`src/rtl/issue_unit.sv`:
```
// Single-issue scheduler between the integer, load/store, multiply and divide
// issue queues and their functional units. Each cycle at most one ready queue
// is granted, and only if the CDB slot its result will need is still free.
// Future CDB occupancy is tracked in a reservation shift register; the
// non-pipelined divider's busy time is tracked with a down-counter.
module issue_unit #(
    parameter int unsigned INT_LAT = 1,
    parameter int unsigned LS_LAT  = 2,
    parameter int unsigned MUL_LAT = 4,
    parameter int unsigned DIV_LAT = 7
) (
    input  logic               clk,
    input  logic               reset,
    input  logic               iq_int_rdy,
    input  logic               iq_ls_rdy,
    input  logic               iq_mul_rdy,
    input  logic               iq_div_rdy,
    input  logic               cdb_flush,
    output logic               iu_int_r_en,
    output logic               iu_ls_r_en,
    output logic               iu_mul_r_en,
    output logic               iu_div_r_en,
    output logic               div_busy,
    output logic [DIV_LAT-1:0] cdb_slot_vec
);

    localparam int unsigned CntW = (DIV_LAT > 2) ? $clog2(DIV_LAT) : 1;
    localparam logic [CntW-1:0] DivReload = CntW'(DIV_LAT - 1);

    // slot[k] = 1: the CDB is already claimed k cycles from now
    logic [DIV_LAT:1] slot_q, slot_d;
    logic [CntW-1:0]  div_cnt_q, div_cnt_d;
    // lru_q = 0 favours integer, 1 favours load/store
    logic             lru_q, lru_d;

    logic int_ok, ls_ok, mul_ok, div_ok;
    logic int_g, ls_g, mul_g, div_g;
    logic no_issue;

    assign div_busy     = (div_cnt_q != '0);
    assign cdb_slot_vec = slot_q;

    // No issue at all during reset or a mispredict flush
    assign no_issue = reset | cdb_flush;

    // Per-requester eligibility: ready and its completion slot still free
    always_comb begin
        int_ok = iq_int_rdy & ~slot_q[INT_LAT] & ~no_issue;
        ls_ok  = iq_ls_rdy  & ~slot_q[LS_LAT]  & ~no_issue;
        mul_ok = iq_mul_rdy & ~slot_q[MUL_LAT] & ~no_issue;
        div_ok = iq_div_rdy & ~slot_q[DIV_LAT] & ~no_issue & ~div_busy;
    end

    // Fixed priority div > mul > {int, ls}; int/ls tie broken by the LRU bit
    always_comb begin
        div_g = div_ok;
        mul_g = mul_ok & ~div_ok;
        int_g = 1'b0;
        ls_g  = 1'b0;
        if (!div_ok && !mul_ok) begin
            if (int_ok && ls_ok) begin
                int_g = ~lru_q;
                ls_g  = lru_q;
            end else begin
                int_g = int_ok;
                ls_g  = ls_ok;
            end
        end
    end

    assign iu_int_r_en = int_g;
    assign iu_ls_r_en  = ls_g;
    assign iu_mul_r_en = mul_g;
    assign iu_div_r_en = div_g;

    // Reservation shift: a grant of latency L lands in slot L-1 after the edge,
    // which is the same CDB cycle as the pre-shift slot L it was checked against.
    // The divide reservation is placed in the top slot.
    always_comb begin
        slot_d = '0;
        for (int unsigned k = 1; k < DIV_LAT; k++) begin
            slot_d[k] = slot_q[k+1]
                      | (int_g & (INT_LAT == k + 1))
                      | (ls_g  & (LS_LAT  == k + 1))
                      | (mul_g & (MUL_LAT == k + 1));
        end
        slot_d[DIV_LAT] = div_g;
    end

    // Divider occupancy: reload on a divide grant, otherwise count down to zero
    always_comb begin
        div_cnt_d = div_cnt_q;
        if (div_g) begin
            div_cnt_d = DivReload;
        end else if (div_cnt_q != '0) begin
            div_cnt_d = div_cnt_q - 1'b1;
        end
    end

    // LRU moves only when int or ls wins; the loser becomes favoured
    always_comb begin
        lru_d = lru_q;
        if (int_g) begin
            lru_d = 1'b1;
        end else if (ls_g) begin
            lru_d = 1'b0;
        end
    end

    // State registers with synchronous reset; reset drops every reservation
    always_ff @(posedge clk) begin
        if (reset) begin
            slot_q    <= '0;
            div_cnt_q <= '0;
            lru_q     <= 1'b0;
        end else begin
            slot_q    <= slot_d;
            div_cnt_q <= div_cnt_d;
            lru_q     <= lru_d;
        end
    end

endmodule

```
`config.mk`:
```
export PLATFORM = sky130hd
export DESIGN_NAME = issue_unit
export DESIGN_NICKNAME = d
export VERILOG_FILES = /design/src/rtl/issue_unit.sv
export SDC_FILE = /design/constraint.sdc
export NUM_CORES = 1
export LEC_CHECK = 0
export BUFFER_PORTS_ARGS = -buffer_cell sky130_fd_sc_hd__clkbuf_2
export CORE_AREA = 2 2 47 49
export CTS_BUF_LIST = sky130_fd_sc_hd__clkbuf_4 sky130_fd_sc_hd__clkbuf_8
export DETAILED_ROUTE_END_ITERATION = 8
export DIE_AREA = 0 0 49 51
export PLACE_DENSITY_LB_ADDON = 0.05
export SLEW_MARGIN = 30
export SYNTH_ARGS = -nofsm -noshare
export SYNTH_HDL_FRONTEND = slang
export SYNTH_SLANG_ARGS = --single-unit
```
`constraint.sdc`:
```
create_clock -name clk -period 3.6 [get_ports clk]
set_input_delay 0.36 -clock clk [delete_from_list [all_inputs] [get_ports clk]]
set_output_delay 0.36 -clock clk [all_outputs]
set_load 0.03 [all_outputs]
```
==> results.json <==
{
  "status": "finished clean",
  "tns_ps": 0,
  "synth_cell_types": 24,
  "cts_sinks": 11,
  "yosys_warnings": 0,
  "synth_cells": 54,
  "clk_latency_ps": 260,
  "hold_buffers": 0,
  "synthArstFlopShare": 0,
  "r2r_start": "div_cnt_q[0]",
  "antenna_found_initial": 0,
  "coreArea_um2": 2060,
  "cts_tree": "yes",
  "yosysTopAreaCellShare": 0.402,
  "setup_viol": 0,
  "postPlaceCellArea_um2": 638,
  "cts_root_buffer": "clkbuf_4",
  "fmax_ghz": 0.511,
  "end_kind": "primary output",
  "antenna_cells": 0,
  "maxSlewHeadroom": 0.805,
  "cts-htree-levels": 1,
  "worstSetupStartpointType": "flip-flop",
  "cap_violations": 0,
  "worstHoldPathType": "in -> reg",
  "drcViolationCount": 0,
  "fin_crit_ps": 1960,
  "via_per_inst": 4.26,
  "rows": 17,
  "num-fill-cells": 236,
  "cts_setup_buffers": 0,
  "avgSynthCellArea_um2": 10.1,
  "avgRoutedWirePerCell_um": 10.4,
  "dieWidth_um": 49,
  "fin_area_um2": 668,
  "finalMaxSlewViolations": 0,
  "numCtsBuffers": 3,
  "start_util": 0.266,
  "crit_start": "div_cnt_q[0]",
  "ys_ff_latch": 11,
  "port_buffers": 18,
  "pin_count": 19,
  "syn-cell-area_um2": 548,
  "synth_ff_type": "dfxtp_1",
  "nets": 81,
  "path_class": "reg -> out",
  "worst_pin_slew_ps": 292,
  "grt_max_degree": 13,
  "dieArea_um2": 2500,
  "grt_pass1_vias": 435,
  "grt_pass1_wl_um": 1840,
  "drive_gt1_frac": 0.408,
  "required_ps": 3240,
  "yosys.area.top_type": "dfxtp_1",
  "place.gp.congestion": 0.675,
  "rsz0062_at_grt": "false",
  "finalHoldViolCount": 0,
  "ir_drop_mv": 0.307,
  "synth_edf_count": 0,
  "period_share": 0.544,
  "routed_wl_um": 1030,
  "power.density_nw_per_um2": 650,
  "drt_first_pass_iters": 3,
  "cts-resized-gates": 0,
  "hp-start": "iq_ls_rdy",
  "antenna_left": 0,
  "skew_ps": 4.93,
  "drtIter0Drc": 2,
  "fin_util": 0.324,
  "clk_pin_slew_ps": 70,
  "dr_total_vias": 422,
  "p_leak_nw": 0.309,
  "grt_use_total": 0.101,
  "dieHeight_um": 51,
  "cts_buffer_depth": 2,
  "overflow": 0,
  "area_growth_pct": 21.9,
  "critPathArrivalTime_ps": 1600,
  "syn_nets": 63,
  "synthTopCellsByArea": "dfxtp_1 (40%), buf_4 (5.5%), nand4bb_4 (5.0%)",
  "yosysSeqAreaShare": 0.402,
  "crit_fanout": 7
}
==> cells by family after synthesis <==
family | count (synthesis) | synth area share
adder cells (fa/ha/maj) | 2 | 0.0457
AO/OA/AOI/OAI | 8 | 0.146
flip-flops | 11 | 0.402
AND/OR/NAND/NOR | 21 | 0.295
buffers and inverters | 12 | 0.112
==> flip-flops by register name, summed over array words and instances, names as in the netlist <==
| register | cells |
|---|---|
| cdb_slot_vec | 7 |
| div_cnt_q | 3 |
| lru_q | 1 |
==> report_power, final <==
group	total [mW]	switching, mW	internal [mW]
Combinational	0.189	0.111	0.0783
Sequential	0.154	0.0115	0.143
Clock	0.0911	0.0408	0.0503
==> synth_stat cells (2+ instances only) <==
master and n:
dfxtp_1 11, nor3_1 4, ha_1 2, nor2_1 3, nand4_1 2, nor2b_1 4, buf_4 4, inv_1 7
nand2b_1 2
==> cells in the final DEF (no fill, tap or decap), drive strengths merged, types with 2 or more instances in the layout <==
cell type,count
a31oi,2
clkbuf,22
dfxtp,11
ha,2
inv,7
nand2b,3
nand4,2
nor2,4
nor2b,4
nor3,4
==> routing by layer <==
| metal | up-vias | share of wire | GRT usage |
|---|---|---|---|
| met1 | 190 | 0.48 | 0.121 |
| met2 | 12 | 0.44 | 0.144 |
| met3 | 2 | 0.058 | 0.0263 |
| met4 | 0 | 0.017 | 0.100 |
| li1 | 218 | - | - |
| met5 | - | 0 | 0 |
==> final timing paths <==
check,end,slack (ps),depth (start not counted)
setup / recovery,iu_ls_r_en,1640,6
setup reg to reg,lru_q,2270,5
hold / removal,cdb_slot_vec[0],340,3
hold reg to reg,lru_q,460,2
==> layout make-up <==
| cell class | count | area [um^2] | area share |
|---|---|---|---|
| inverters | 7 | 26.3 | 0.0393 |
| repair buffers | 18 | 90.1 | 0.135 |
| multi-input cells | 31 | 267 | 0.399 |
| clock buffers | 4 | 30.0 | 0.0449 |
| well taps | 28 | 35.0 | 0.0524 |
| flip-flops and latches | 11 | 220 | 0.330 |
==> critical path: stages, from the launching register on <==
cell and delay (ps):
dfxtp_1 310, inv_1 70, ha_1 290, nand4bb_4 170
nand4_1 110, nor3_1 150, clkbuf_2 230
==> metrics by stage <==
stage                     total power [mW]  hold slack (ps)  cells  setup WS, ps
after floorplan                      0.312              435     54          1710
after global placement               0.352              448     95          1930
after detailed placement             0.350              453     95          1930
after CTS                            0.443              333     99          1630
after global routing                 0.471              339     99          1480
final                                0.435              338     99          1640
Power figures use the tool's default switching activity.
